`config.mk`:
```
export PLATFORM = sky130hd
export DESIGN_NAME = serial_subtractor
export DESIGN_NICKNAME = d
export VERILOG_FILES = /design/src/rtl/serial_subtractor.sv
export SDC_FILE = /design/constraint.sdc
export NUM_CORES = 1
export LEC_CHECK = 0
export CAP_MARGIN = 10
export CELL_PAD_IN_SITES_DETAIL_PLACEMENT = 0
export CELL_PAD_IN_SITES_GLOBAL_PLACEMENT = 1
export CORE_MARGIN = 5
export CORE_UTILIZATION = 38
export CTS_CLUSTER_SIZE = 20
export DETAILED_ROUTE_END_ITERATION = 8
export PLACE_DENSITY_LB_ADDON = 0.1
export SLEW_MARGIN = 20
export SYNTH_ARGS = -nofsm -noshare
export SYNTH_HDL_FRONTEND = slang
export SYNTH_SLANG_ARGS = --single-unit
```
`constraint.sdc`:
```
create_clock -name clk -period 2 [get_ports clk]
set_input_delay 0.6 -clock clk [delete_from_list [all_inputs] [get_ports clk]]
set_output_delay 0.6 -clock clk [all_outputs]
set_load 0.05 [all_outputs]
```
`src/rtl/serial_subtractor.sv`:
```
// Bit-serial two's-complement subtractor, d = x - y - borrow_in, one bit per clock, LSB first.
// Define SERIAL_SUB_OVF_EN to add the signed-overflow output ovf.
module serial_subtractor #(
   parameter int WIDTH = 4
) (
   input  logic             clk,
   input  logic             reset,
   input  logic             start,
   input  logic [WIDTH-1:0] x,
   input  logic [WIDTH-1:0] y,
   input  logic             borrow_in,
   output logic             ready,
   output logic [WIDTH-1:0] d,
   output logic             borrow_out,
   output logic             valid,
   input  logic             ack
`ifdef SERIAL_SUB_OVF_EN
   ,
   output logic             ovf
`endif
);

   localparam int CNT_W = $clog2(WIDTH + 1);

   typedef enum logic [1:0] {
      IDLE  = 2'd0,
      SHIFT = 2'd1,
      DONE  = 2'd2
   } state_t;

   state_t           state;
   state_t           state_nxt;
   logic [WIDTH-1:0] x_sr;
   logic [WIDTH-1:0] y_sr;
   logic [WIDTH-1:0] d_shift;
   logic [CNT_W-1:0] cnt;
   logic             b;
   logic             accept;
   logic             last_bit;
   logic [1:0]       slice;

   // Full-subtractor bit slice: returns {borrow_out, difference}.
   function automatic logic [1:0] sub_slice(input logic a, input logic s, input logic bi);
      logic diff;
      logic bo;
      diff = a ^ s ^ bi;
      bo   = (~a & s) | (~(a ^ s) & bi);
      return {bo, diff};
   endfunction

   assign accept   = start && ready;
   assign last_bit = (cnt == CNT_W'(WIDTH - 1));
   assign slice    = sub_slice(x_sr[0], y_sr[0], b);

   always_ff @(posedge clk) begin
      if (reset) begin
         state <= IDLE;
      end else begin
         state <= state_nxt;
      end
   end

   always_comb begin
      state_nxt = state;
      ready     = 1'b0;
      valid     = 1'b0;
      case (state)
         IDLE: begin
            ready = 1'b1;
            if (start) begin
               state_nxt = SHIFT;
            end
         end
         SHIFT: begin
            if (last_bit) begin
               state_nxt = DONE;
            end
         end
         DONE: begin
            valid = 1'b1;
            if (ack) begin
               state_nxt = IDLE;
            end
         end
         default: state_nxt = IDLE;
      endcase
   end

   // New result bits enter from the MSB so the LSB-first stream lands in place after WIDTH shifts.
   always_comb begin
      d_shift            = d >> 1;
      d_shift[WIDTH-1]   = slice[0];
   end

   always_ff @(posedge clk) begin
      if (reset) begin
         x_sr       <= '0;
         y_sr       <= '0;
         d          <= '0;
         cnt        <= '0;
         b          <= 1'b0;
         borrow_out <= 1'b0;
      end else begin
         case (state)
            IDLE: begin
               if (accept) begin
                  x_sr <= x;
                  y_sr <= y;
                  b    <= borrow_in;
                  cnt  <= '0;
               end
            end
            SHIFT: begin
               x_sr <= x_sr >> 1;
               y_sr <= y_sr >> 1;
               b    <= slice[1];
               d    <= d_shift;
               cnt  <= cnt + CNT_W'(1);
               if (last_bit) begin
                  borrow_out <= slice[1];
               end
            end
            default: ;
         endcase
      end
   end

`ifdef SERIAL_SUB_OVF_EN
   // Overflow is borrow into the MSB xor borrow out of it; visible only in DONE.
   always_ff @(posedge clk) begin
      if (reset) begin
         ovf <= 1'b0;
      end else begin
         case (state)
            IDLE:    ovf <= 1'b0;
            SHIFT:   ovf <= last_bit ? (b ^ slice[1]) : 1'b0;
            DONE:    if (ack) ovf <= 1'b0;
            default: ovf <= 1'b0;
         endcase
      end
   end
`endif

endmodule

```
# Yosys cells after proc, flatten, opt, wreduce, memory -nomap -nowiden
# Cells that the tools add are included.
[totals]
regBits = 19
output_inout_bits = 7
elab_cells = 42
[classes]
n_eq_ne = 7
n_reduce_logical = 6
n_mux = 14
addsub = 1
bitwise = 7
[ops]
columns = ["cell", "count"]
rows = [
  ["4-bit one-hot mux with 2 select lines", 2],
  ["4-bit two-way mux", 2],
  ["2-bit inequality test (second input constant)", 4],
  ["2-bit two-way mux", 3],
  ["2-bit one-hot mux with 3 select lines", 1],
  ["3-bit one-hot mux with 2 select lines", 1],
  ["2-bit AND reduction", 2],
  ["3-bit by 1-bit adder with 3-bit output (second input constant)", 1],
  ["3-bit by 2-bit equality test with 1-bit output (second input constant)", 1],
  ["1-bit two-way mux", 3],
  ["3-bit two-way mux", 1],
  ["3-bit AND reduction", 1],
  ["1-bit AND", 2],
  ["2-bit by 1-bit equality test with 1-bit output (second input constant)", 1],
  ["2-bit equality test (second input constant)", 1],
  ["2-bit logical NOT", 1],
  ["1-bit NOT", 2],
  ["1-bit one-hot mux with 2 select lines", 1],
  ["2-bit nonzero test", 1],
  ["1-bit XOR", 2],
  ["1-bit logical AND", 1],
  ["1-bit bitwise OR", 1],
]

# Logic depth before layout (Yosys ltp)
# Gate-level depths: netlist (run 1).
[depth]
word_depth = 5
ltp_mapped = 5
ltp_nobuf = 5

# Worst setup path after synthesis (run 1)
# No wires, ideal clock.
[synth_path]
path_type = "flip-flop to output port"
startpoint = "register state[1]"
endpoint = "output valid"
required_ns = 1.400
arrival_ns = 1.201
stages_incl_launch_ff = 3
setup_slack_ns = 0.199
cell_sequence = "dfxtp_1 -> buf_4 -> nor2b_1"
[synth_via]
elab_chain_cells = 2
[synth_lines]
columns = ["element", "line_no", "source"]
rows = [
  ["start: declaration", "31", "state_t state;"],
  ["start signal: assignment", "59", "state <= state_nxt;"],
  ["2-bit equality test", "67", "case (state)"],
  ["1-bit two-way mux", "67", ""],
  ["end: declaration", "15", "output logic valid,"],
]
# Every way passes these cells.

# Worst setup path after layout (run 1)
[layout_path]
startpoint = "register state[1]"
endpoint = "output ready"
[layout_via]
elab_chain_cells = 2
[layout_lines]
columns = ["element", "line_no", "source"]
rows = [
  ["2-bit logical NOT", "67", ""],
  ["1-bit two-way mux", "67", ""],
  ["end: declaration", "12", "output logic ready,"],
]
# Every way passes these cells.

==> results by group, run 1 <==
Status
  • Status: finished clean

Clock network
  • Post-CTS setup buffer count: 0
  • Clk slew on worst S/H paths: 0.12 ns
  • Max clock buf depth: 2
  • Root Buffer: clkbuf_4
  • TritonCTS clock tree: built
  • PostCTS Resize Cnt: 0
  • Cts hold-fix bufs: 0
  • Clock sinks: 19
  • Max H-tree Level: 1
  • CTS buffer count: 3
  • Clock Latency Late Sink: 0.30 ns

Placement
  • DP Worst Slack: 0.158 ns
  • Placer Congestion: 0.705
  • Port-buffer cells: 19
  • Post-DP HPWL: 1.33 mm

GRT
  • Gr ovfl total: 0
  • Number of global-route vias before repair: 641
  • Global-route wire length before repair: 2.77 mm
  • Initial antenna violation count: 0
  • Gr busiest metal: met2
  • Grt met1 use: 14.1%
  • Met3 usage: 4.23%
  • GR Util met2: 16.3%
  • Largest net degree at the start of global routing: 15
  • Total GRT Usage: 10.7%

Finish
  • Layout fillers: 212
  • Synth-to-layout area growth: 25.7%
  • Fraction of layout cells with a size suffix above 1: 20.0%
  • Number of nets in the layout: 132
  • # diodes: 0
  • Seq. cell area: 380 µm²
  • Multi-input logic area: 403 µm²

Critical path
  • CP bufs+invs: 2
  • Setup crit end kind: primary output
  • Crit path DAT: 1.23 ns
  • Worst Path Max Fanout: 6
  • Kind of critical path: reg -> out
  • CP Launch Type: flip-flop
  • CP cell instances: buf_4 -> nor2_2 -> buf_12
  • Critical-path top delay cell: dfxtp_1
  • CP peak stage delay: 0.36 ns
  • WP data required: 1.40 ns
  • CP top delay family: flip-flops

Synthesis
  • Cells after Synth: 97
  • Yosys warns: 0
  • Yosys top cell area share: 43.2%
  • Synth Net Count: 113
  • Sequential fraction of the synthesis area: 43.2%
  • Synthesized area per cell: 9.07 µm²
  • Synth area leader: dfxtp_1
  • Synthesized area: 880 µm²
  • Synth unique cells: 28
  • Top post-synthesis cells by area: dfxtp_1 43%, a21oi_1 5.7%, o221a_2 5.1%
  • Synth Register Bits: 19

Hold path
  • Min-delay worst type: reg -> reg

Routing
  • Drt pass-1 iters: 4
  • DRT iter0 DRCs: 14
  • Total Wirelength: 1.77 mm
  • Via count: 711
  • Final ANT Viol Nets: 0
  • Vias per Instance: 4.97
  • WL/cell: 12.4 µm
  • DRC Markers: 0

Die
  • FP Rows: 17
  • Core area: 0.00221 mm²
  • Die Wd: 58.1 µm
  • Die area: 0.00338 mm²
  • Die Ht: 58.1 µm
  • I/O pins: 20
  • Initial Util: 39.8%

STA
  • Post-Route Setup TNS: 0 ns
  • Final Cycle Share: 91.6%
  • Final Hold Vio Count: 0
  • Minimum clock period: 1.83 ns
  • Worst hold slack: 0.470 ns
  • Clk_skew: 0.0111 ns
  • Setup slack after layout: 0.168 ns
  • Peak Freq: 546 MHz
  • Worst relative slew slack: 62.1%
  • Worst-Margin Slew: 0.566 ns
  • Final slew viol count: 0
  • Setup-failing EPs final: 0
  • RSZ-0062 raised after global routing: false

Power
  • PD cells: 693 mW/mm²
  • Peak supply drop: 0.372 mV
  • P_leak: 0.430 nW

Flow run
  • Maxcap violations: 0
==> cell families after synthesis <==
logic type               Yosys count  share of synthesized area, %
AO/OA/AOI/OAI                     30                          25.6
flip-flops                        19                          43.2
AND/OR/NAND/NOR                   27                          15.1
adder cells (fa/ha/maj)            3                          5.12
buffers and inverters             18                          11.0
==> cell usage after synthesis <==
| cell | n |
|---|---|
| dfxtp_1 | 19 |
| a21oi_1 | 10 |
| inv_1 | 9 |
| nand2_1 | 9 |
| nor2_1 | 9 |
| buf_4 | 5 |
| o221a_2 | 4 |
| o22ai_1 | 4 |
| a211oi_1 | 2 |
| a22oi_1 | 2 |
| a32oi_1 | 2 |
| buf_2 | 2 |
| ha_1 | 2 |
| nand2b_1 | 2 |
| nor2_2 | 2 |
| nor2b_1 | 2 |
| a2111oi_2 | 1 |
| a211oi_2 | 1 |
| a2bb2oi_1 | 1 |
| a311oi_1 | 1 |
| buf_6 | 1 |
| clkbuf_1 | 1 |
| fa_1 | 1 |
| nor2b_4 | 1 |
| nor3_1 | 1 |
| o21ai_0 | 1 |
| o21bai_1 | 1 |
| or3b_1 | 1 |
==> worst register-to-register path: cells and delay by family (launching register included) <==
family | cells | cell delay [ns]
and+or+nand+nor | 2 | 0.41
DFF | 1 | 0.41
AOI/OAI and AO/OA | 1 | 0.28
buffers and inverters | 1 | 0.18
==> power by group <==
part / switching (mW) / internal, mW
Clock: 0.120 / 0.0776
Combinational: 0.0751 / 0.0728
Sequential: 0.0181 / 0.402
Total: 0.213 / 0.553
==> state kept, by name, summed over array words and instances, names as in the netlist <==
name        cells
y_sr            4
b               1
d               4
x_sr            4
state           2
cnt             3
borrow_out      1
==> path summary, 6_finish.rpt <==
| path | from | end | slack (ns) | cells after the start |
|---|---|---|---|---|
| max | state[1] | ready | 0.17 | 3 |
| max reg2reg | state[1] | x_sr[2] | 0.62 | 4 |
| min | d[0] | d[0] | 0.47 | 2 |
| min reg2reg | d[0] | d[0] | 0.47 | 2 |
==> cell usage in the layout, fill, tap and decap left out, types with 2 or more instances in the layout <==
master	Yosys	layout
dfxtp_1	19	19
clkdlybuf4s50_1	0	12
a21oi_1	10	10
inv_1	9	9
nand2_1	9	9
nor2_1	9	9
buf_4	5	9
o22ai_1	4	4
o221a_2	4	4
clkbuf_4	0	3
nor2_2	2	2
nor2b_1	2	2
nand2b_1	2	2
a211oi_1	2	2
a22oi_1	2	2
a32oi_1	2	2
ha_1	2	2
buf_12	0	2
==> metal layers <==
layer / vias up / wire (µm)
met5: - / 0
met4: 0 / 12
met2: 11 / 838
met3: 2 / 78
li1: 374 / -
met1: 324 / 845
==> layout make-up <==
type,count,area share [%]
Multi-Input combinational cell,60,36.4
Sequential cell,19,34.4
Timing Repair Buffer,23,20.6
Tap cell,28,3.17
Inverter,9,3.05
Clock buffer,4,2.38
==> per-stage QoR <==
| stage | utilization [%] | instances | area, µm² | power (mW) |
|---|---|---|---|---|
| after global placement | 48.8 | 139 | 1080 | 0.579 |
| after CTS | 50.0 | 143 | 1110 | 0.778 |
| after global routing | 50.0 | 143 | 1110 | 0.805 |
| after detailed placement | 48.8 | 139 | 1080 | 0.579 |
| final | 50.0 | 143 | 1110 | 0.766 |
| after floorplan | - | 97 | 880 | 0.530 |
No activity file was read; power rests on OpenSTA's default activity.
==> run 2: changes to the inputs <==
==> constraint.sdc (replaced) <==
create_clock -name clk -period 2.36 [get_ports clk]
set_input_delay 0.708 -clock clk [delete_from_list [all_inputs] [get_ports clk]]
set_output_delay 0.708 -clock clk [all_outputs]
set_load 0.05 [all_outputs]
==> results by group, run 2 (synthesis results as in run 1) <==
Power
  • P_leak: 0.402 nW (-6.5%)
  • Share of power burned in registers: 55.3% (+0.4 points)
  • PD cells: 595 mW/mm² (-14%)
  • Int Power: 0.461 mW (-17%)
  • Final Power: 0.645 mW (-16%)
  • Sw Pwr: 0.184 mW (-14%)
  • Clock power frac: 26.1% (+0.3 points)
  • Peak supply drop: 0.402 mV (+7.9%)
  • Combinational share of power: 18.6% (-0.7 points)
  • Sw Share: 28.5% (+0.69 points)

Die
  • Die Wd: 58.1 µm (unchanged)
  • Initial Util: 39.8% (unchanged)
  • Die Ht: 58.1 µm (unchanged)
  • Core area: 0.00221 mm² (unchanged)
  • I/O pins: 20 (unchanged)
  • Die area: 0.00338 mm² (unchanged)
  • FP Rows: 17 (unchanged)

Routing
  • Total Wirelength: 1.72 mm (-3.3%)
  • WL/cell: 12.3 µm (-1.3%)
  • DRT iter0 DRCs: 10 (-4)
  • Drt pass-1 iters: 4 (unchanged)
  • Vias per Instance: 5.04 (+1.3%)
  • DRC Markers: 0 (unchanged)
  • Via count: 705 (-0.84%)
  • Final ANT Viol Nets: 0 (unchanged)

Critical path
  • Cell count of the worst reg-to-reg path: 3 (-1)
  • Kind of critical path: reg -> out
  • CP peak stage delay: 0.81 ns (+0.45 ns)
  • CP bufs+invs: 1 (-1)
  • CP top delay family: buffers and inverters
  • CP Launch Type: flip-flop
  • Worst Path Max Fanout: 3 (-3)
  • CP cell instances: clkdlybuf4s50_1
  • FF-to-FF End: x_sr[2]
  • WP data required: 1.65 ns (+0.25 ns)
  • Crit path DAT: 1.47 ns (+0.24 ns)
  • Critical-path top delay cell: clkdlybuf4s50_1
  • Setup crit end kind: primary output
  • Worst R2R Setup Slack: 0.94 ns (+0.32 ns)
  • Reg-to-Reg Start: state[1]

Finish
  • Largest regs: d: 4 flops, x_sr: 4 flops, y_sr: 4 flops
  • Layout fillers: 230 (+8.5%)
  • Fraction of layout cells with a size suffix above 1: 14.3% (-5.7 points)
  • Synth-to-layout area growth: 23.3%
  • Leading cell types in the layout, fill and taps excluded: 19 x dfxtp_1, 17 x clkdlybuf4s50_1, 10 x a21oi_1
  • # diodes: 0 (unchanged)
  • Number of nets in the layout: 129 (-2.3%)
  • Multi-input logic area: 403 µm² (unchanged)
  • Most common cell after layout, fill and taps aside: dfxtp_1
  • Post-layout util: 49.0% (-0.96 points)
  • Seq. cell area: 380 µm² (unchanged)

Clock network
  • Max clock buf depth: 2 (unchanged)
  • Clock Latency Late Sink: 0.30 ns (about the same)
  • TritonCTS clock tree: built
  • Max H-tree Level: 1 (unchanged)
  • PostCTS Resize Cnt: 0 (unchanged)
  • Clk slew on worst S/H paths: 0.11 ns (about the same)
  • Root Buffer: clkbuf_4
  • CTS buffer count: 3 (unchanged)
  • Cts hold-fix bufs: 0 (unchanged)
  • Clock sinks: 19 (unchanged)
  • Post-CTS setup buffer count: 0 (unchanged)

Placement
  • Port-buffer cells: 19 (unchanged)
  • Post-DP HPWL: 1.25 mm (-6.7%)
  • Placer Congestion: 0.701 (-0.52%)

STA
  • Minimum clock period: 2.18 ns
  • Worst-Margin Slew: 0.490 ns (-0.0766 ns)
  • Clk_skew: 0.00330 ns (-0.00780 ns)
  • Final Hold Vio Count: 0 (unchanged)
  • RSZ-0062 raised after global routing: false
  • Worst hold slack: 0.466 ns (-0.00371 ns)
  • Final slew viol count: 0 (unchanged)
  • Worst relative slew slack: 67.2% (+5.1 points)
  • Final Cycle Share: 92.2%
  • Post-Route Setup TNS: 0 ns (unchanged)
  • Setup-failing EPs final: 0 (unchanged)
  • Peak Freq: 460 MHz

GRT
  • Largest net degree at the start of global routing: 20 (+5)
  • Global-route wire length before repair: 2.68 mm (-3.5%)
  • Initial antenna violation count: 0 (unchanged)
  • Total GRT Usage: 10.2% (-0.41 points)
  • Number of global-route vias before repair: 609 (-5.0%)
  • Gr ovfl total: 0 (unchanged)

Flow run
  • Maxcap violations: 0 (unchanged)

Status
  • Status: finished clean

Hold path
  • Hold path start: d[0]
  • Min-delay worst type: reg -> reg
  • WHS Path Cells: 2 (unchanged)
  • Hold EP: d[0]
run 2: changes by cell type in the layout (fill, tap and decap cells not counted), sizes merged:
cell,before,now
buf,11,3
clkbuf,4,3
clkdlybuf4s50,12,17
clkinv,0,1
run 2: worst max-delay path by stage:
stage | cells past startpoint | slack (ns) | to | start
detailed placement | 4 | 0.30 | x_sr[0] | start
global route | 1 | 0.13 | borrow_out | borrow_out
floorplan | 2 | 0.45 | valid | state[1]
global placement | 4 | 0.34 | x_sr[0] | start
CTS | 1 | 0.16 | d[1] | d[1]
finish | 1 | 0.18 | d[1] | d[1]
run 2: per-stage QoR:
| stage | cell area (µm²) | cells | setup slack (ns) |
|---|---|---|---|
| floorplan | 880 | 97 | 0.451 |
| global placement | 1060 | 136 | 0.337 |
| detailed placement | 1060 | 136 | 0.296 |
| CTS | 1080 | 140 | 0.161 |
| global route | 1080 | 140 | 0.127 |
| finish | 1080 | 140 | 0.184 |
run 2: layout make-up:
class | count | share of cell area, %
clock inverters | 1 | 0.461
repair buffers | 20 | 18.9
inverters | 9 | 3.11
well taps | 28 | 3.23
clock buffers | 3 | 2.08
flip-flops and latches | 19 | 35.1
multi-input cells | 60 | 37.1
run 2: metal layers:
layer / global-route usage [%] / up-vias / part of all wire [%]
met2: 16.1 / 13 / 47
met3: 4.68 / 2 / 4.6
li1: - / 365 / -
met5: 0 / - / 0
met1: 12.9 / 325 / 48
met4: 1.99 / 0 / 0.70
run 2: power by group through the flow:
stage | sequential (mW) | combinational [mW] | clock [mW]
floorplan | 0.361 | 0.0890 | 0
global placement | 0.364 | 0.120 | 0
detailed placement | 0.364 | 0.121 | 0
CTS | 0.357 | 0.121 | 0.177
global route | 0.360 | 0.130 | 0.189
finish | 0.357 | 0.120 | 0.169
